<file path="src/rtl/ext_bus_register_file.sv">
// Bus-mapped register file with byte-lane writes and read-only registers.
// Acknowledge arrives 1+WAIT_STATES cycles after bus_enable rises; the master holds bus_enable until it sees it.
module ext_bus_register_file #(
  parameter int                  NUM_REGS    = 4,
  parameter int                  DATA_W      = 16,
  parameter int                  ADDR_W      = 19,
  parameter int                  WAIT_STATES = 0,
  parameter logic [NUM_REGS-1:0] RO_MASK     = '0
) (
  input  logic                         clk_clk,
  input  logic                         reset_reset,
  input  logic [ADDR_W-1:0]            address,
  input  logic                         bus_enable,
  input  logic [DATA_W/8-1:0]          byte_enable,
  input  logic                         rw,
  input  logic [DATA_W-1:0]            write_data,
  output logic                         acknowledge,
  output logic [DATA_W-1:0]            read_data,
  output logic [NUM_REGS*DATA_W-1:0]   registers,
  output logic [NUM_REGS-1:0]          write_strobe,
  input  logic [NUM_REGS*DATA_W-1:0]   ro_value
);

  localparam int IDX_W = $clog2(NUM_REGS);
  localparam int LANES = DATA_W / 8;
  localparam logic [3:0] WAIT_LOAD = (WAIT_STATES > 0) ? 4'(WAIT_STATES - 1) : 4'd0;

  typedef enum logic [1:0] {IDLE, WAIT, ACK, HOLD} state_t;

  state_t              state_q, state_d;
  logic [3:0]          cnt_q, cnt_d;
  logic [IDX_W-1:0]    idx_q, idx_d;
  logic                rw_q, rw_d;
  logic [LANES-1:0]    be_q, be_d;
  logic [DATA_W-1:0]   wdata_q, wdata_d;
  logic                ack_q, ack_d;
  logic [DATA_W-1:0]   rdata_q, rdata_d;
  logic [NUM_REGS-1:0] strobe_q, strobe_d;
  logic [DATA_W-1:0]   regs_q [NUM_REGS];
  logic [DATA_W-1:0]   regs_d [NUM_REGS];

  logic [IDX_W-1:0]    req_idx;
  logic [IDX_W-1:0]    rd_idx;
  logic [DATA_W-1:0]   rd_val;

  assign req_idx = address[ADDR_W-1 -: IDX_W];

  generate
    if (ADDR_W > IDX_W) begin : g_addr_low
      logic unused_addr_bits;
      assign unused_addr_bits = ^address[ADDR_W-IDX_W-1:0];
    end
  endgenerate

  // With zero wait states ACK is entered on the capture edge, so the read
  // must be steered by the live address rather than the captured one.
  always_comb begin
    rd_idx = (state_q == IDLE) ? req_idx : idx_q;
    rd_val = RO_MASK[rd_idx] ? ro_value[int'(rd_idx)*DATA_W +: DATA_W] : regs_q[rd_idx];
  end

  always_comb begin
    state_d  = state_q;
    cnt_d    = cnt_q;
    idx_d    = idx_q;
    rw_d     = rw_q;
    be_d     = be_q;
    wdata_d  = wdata_q;
    ack_d    = 1'b0;
    rdata_d  = rdata_q;
    strobe_d = '0;
    regs_d   = regs_q;
    case (state_q)
      IDLE: begin
        if (bus_enable) begin
          idx_d   = req_idx;
          rw_d    = rw;
          be_d    = byte_enable;
          wdata_d = write_data;
          if (WAIT_STATES == 0) begin
            state_d = ACK;
            ack_d   = 1'b1;
            if (rw) rdata_d = rd_val;
          end else begin
            state_d = WAIT;
            cnt_d   = WAIT_LOAD;
          end
        end
      end
      WAIT: begin
        if (!bus_enable) begin
          state_d = IDLE;
          cnt_d   = 4'd0;
        end else if (cnt_q == 4'd0) begin
          state_d = ACK;
          ack_d   = 1'b1;
          if (rw_q) rdata_d = rd_val;
        end else begin
          cnt_d = cnt_q - 4'd1;
        end
      end
      ACK: begin
        state_d = HOLD;
        if (!rw_q && !RO_MASK[idx_q] && (|be_q)) begin
          for (int k = 0; k < LANES; k++) begin
            if (be_q[k]) regs_d[idx_q][8*k +: 8] = wdata_q[8*k +: 8];
          end
          strobe_d[idx_q] = 1'b1;
        end
      end
      HOLD: begin
        if (!bus_enable) state_d = IDLE;
      end
      default: state_d = IDLE;
    endcase
  end

  always_ff @(posedge clk_clk) begin
    if (reset_reset) begin
      state_q  <= IDLE;
      cnt_q    <= 4'd0;
      idx_q    <= '0;
      rw_q     <= 1'b0;
      be_q     <= '0;
      wdata_q  <= '0;
      ack_q    <= 1'b0;
      rdata_q  <= '0;
      strobe_q <= '0;
      for (int i = 0; i < NUM_REGS; i++) regs_q[i] <= '0;
    end else begin
      state_q  <= state_d;
      cnt_q    <= cnt_d;
      idx_q    <= idx_d;
      rw_q     <= rw_d;
      be_q     <= be_d;
      wdata_q  <= wdata_d;
      ack_q    <= ack_d;
      rdata_q  <= rdata_d;
      strobe_q <= strobe_d;
      regs_q   <= regs_d;
    end
  end

  assign acknowledge  = ack_q;
  assign read_data    = rdata_q;
  assign write_strobe = strobe_q;

  generate
    for (genvar g = 0; g < NUM_REGS; g++) begin : g_flat
      assign registers[g*DATA_W +: DATA_W] = regs_q[g];
    end
  endgenerate

endmodule

</file>
<file path="config.mk">
export PLATFORM = sky130hd
export DESIGN_NAME = ext_bus_register_file
export DESIGN_NICKNAME = d
export VERILOG_FILES = /design/src/rtl/ext_bus_register_file.sv
export SDC_FILE = /design/constraint.sdc
export NUM_CORES = 1
export LEC_CHECK = 0
export ABC_AREA = 1
export BUFFER_PORTS_ARGS = -buffer_cell sky130_fd_sc_hd__buf_2
export CORE_MARGIN = 3
export CORE_UTILIZATION = 44
export DETAILED_ROUTE_END_ITERATION = 7
export HOLD_SLACK_MARGIN = 0.08
export PLACE_DENSITY = 0.73
export RECOVER_POWER = 100
export SYNTH_ARGS = -nofsm -noshare
export SYNTH_HDL_FRONTEND = slang
export SYNTH_SLANG_ARGS = --single-unit
</file>
<file path="constraint.sdc">
create_clock -name clk_clk -period 1.9 [get_ports clk_clk]
set_input_delay 0.38 -clock clk_clk [delete_from_list [all_inputs] [get_ports clk_clk]]
set_output_delay 0.38 -clock clk_clk [all_outputs]
set_load 0.02 [all_outputs]
</file>
==> reports/results.ini <==
[logic_synthesis]
syn-num-nets = 770
syn_avg_cell_area_um2 = 7.33
ys_types = 25
synth_warnings = 0
syn_inst = 663
seq_area_frac_synth_pct = 46.1
synth_area_mm2 = 0.00486
ys_ff_latch = 112

[cells_and_area]
post-route-util_pct = 52.9
layout_commonest_cell = dfxtp_1
final_cell_mix = 112 x dfxtp_1, 111 x inv_1, 101 x nand3_1, 89 x o21ai_0
antenna_cells = 0
design_area_mm2 = 0.00556
layout-drive-gt1-share_pct = 8.66
fin_nets = 866
area_growth_pct = 14.5

[routing]
wl_um = 12900
dr.pass1.iters = 5
route.detailed.drc = 0
vias_per_cell = 5.01
drt.antenna.violating_nets = 0
drt_iter0_drc = 330
dr_total_vias = 4503
wire_per_inst_um = 14.4

[critical_path]
end_kind = register
path_cells = inv_1 -> ha_1 -> nand3_1 -> nand2_1 -> nand3_1 -> inv_1 -> buf_4 -> nand3_1 -> nand2_1 -> inv_1
cp_max_fo = 16
cp-start-kind = register
required_ps = 2170
criticalPathCategory = register to register
slowest_stage = dfxtp_1
slowest_delay_ps = 320
worst_ep_arrival_time_ps = 1970

[sta]
setup_viol = 0
worstMarginPinSlew_ps = 540
maxSlewHeadroom_pct = 63.9
period_needed_ps = 1700
min_period_over_period_pct = 89.7
grt_setup_unrepaired = no
clock_skew_ps = 9.98
fin_tns_setup_ps = 0
hold_violations = 0
worst_slack_ps = 196
slew_violations = 0
clock.fmax_mhz = 587

[cts]
cts_root_buffer = clkbuf_8
clock-sinks = 112
clock_latency_ps = 370
cts_tree = done
htree_levels = 3
cts_resized = 0
clk_pin_slew_ps = 100
cts_buffers = 9
postCtsSetupBuffers = 0
clockBufferDepth = 2
cts_hold_buf = 0

[floorplanning]
ios = 190
die_height_um = 111
core-area_mm2 = 0.0105
row_count = 37
start_util_pct = 46.2
die_w_um = 111
die_area_mm2 = 0.0123

[global_routing]
grt.total_usage_pct = 20.6
grt_overflow = 0
grt_first_pass_wirelength_um = 20800
grt_pass1_vias = 4161
grt_max_degree = 56
antenna_found_initial = 0

[pwr]
power_mw = 4.81
power_density_mw_per_mm2 = 865
p_leak_nw = 2.29
peakVddDrop_v = 0.000527

[placed_design]
place_congestion = 0.883
placed_cell_area_mm2 = 0.00548
port-buffer-count = 108
dpl_worst_slack_ps = 288
hpwl_um = 9540

[status]
status = finished, final reports clean

[min_path]
hp-class = input pin to register

[job]
cap_violations = 0

[state kept, by name, indices dropped and copies added (netlist names)]
register      flops
read_data        16
wdata_q          16
rw_q              1
be_q              2
acknowledge       1
write_strobe      4
registers        64
idx_q             2
cnt_q             4
state_q           2
[synthesized netlist by cell type]
| cell type | number | share of area, % |
|---|---|---|
| dfxtp_1 | 112 | 46 |
| inv_1 | 111 | 8.6 |
| nand3_1 | 100 | 10 |
| o21ai_0 | 87 | 9.0 |
| a21oi_1 | 85 | 8.8 |
| nand2_1 | 54 | 4.2 |
| nor2_1 | 50 | 3.9 |
| buf_2 | 15 | 1.5 |
| clkbuf_1 | 12 | 0.93 |
| nand3_2 | 7 | 1.4 |
| buf_6 | 6 | 1.4 |
| nand2_2 | 3 | 0.39 |
| nor3_1 | 3 | 0.31 |
| o21ai_1 | 3 | 0.31 |
| buf_1 | 2 | 0.15 |
| ha_1 | 2 | 0.51 |
| nand3_4 | 2 | 0.72 |
| o21ai_2 | 2 | 0.36 |
| a221oi_1 | 1 | 0.18 |
| buf_4 | 1 | 0.15 |
| clkinv_1 | 1 | 0.077 |
| inv_2 | 1 | 0.077 |
| nand4_1 | 1 | 0.13 |
| nor2_2 | 1 | 0.13 |
| nor2_8 | 1 | 0.41 |
[worst paths after layout]
check | start | endpoint | slack, ps | cells past startpoint
max | cnt_q[0]$_SDFFE_PP0P_ | read_data[11]$_SDFFE_PP0P_ | 200 | 10
min | write_data[14] | wdata_q[14]$_SDFFE_PP0P_ | 260 | 3
max reg2reg | cnt_q[0]$_SDFFE_PP0P_ | read_data[11]$_SDFFE_PP0P_ | 200 | 10
min reg2reg | registers[12]$_SDFFE_PP0P_ | registers[12]$_SDFFE_PP0P_ | 480 | 2
[where the power goes]
part / total, mW / switching, mW / internal [mW]
combinational: 0.742 / 0.498 / 0.244
clock: 1.53 / 0.765 / 0.761
sequential: 2.54 / 0.0981 / 2.45
total: 4.81 / 1.36 / 3.45
[cells by family after synthesis]
| logic type | synth area share [%] |
|---|---|
| AOI/OAI and AO/OA | 18.6 |
| DFF | 46.1 |
| adders and majority gates | 0.515 |
| and+or+nand+nor | 21.9 |
| buffers and inverters | 12.9 |
[critical path: cells and delay by family (launching register included)]
kind / cells / cell delay, ps
adders and majority gates: 1 / 180
buffers and inverters: 4 / 460
DFF: 1 / 320
and+or+nand+nor: 5 / 630
[metal layers]
layer  GRT usage (%)  vias up  part of all wire, %  wire, um
li1                -     2347                    -         -
met1            29.3     2000                   48      6150
met2            31.7      147                   45      5820
met3            4.26        9                  6.5       842
met4            6.00        0                 0.92       119
met5               0        -                    0         0
[final cells by class]
type	instances	area (um2)
Inverter	113	424
Sequential cell	112	2240
Fill cell	1056	4950
Timing Repair Buffer	121	542
Multi-Input combinational cell	402	1980
Clock buffer	10	138
Clock inverter	4	70.1
Tap cell	136	170
[through the flow]
stage	hold slack, ps	cells
after floorplan	475	663
after global placement	453	884
after detailed placement	461	884
after CTS	247	898
after global routing	272	898
final	262	898
No activity file was read; power rests on OpenSTA's default activity.
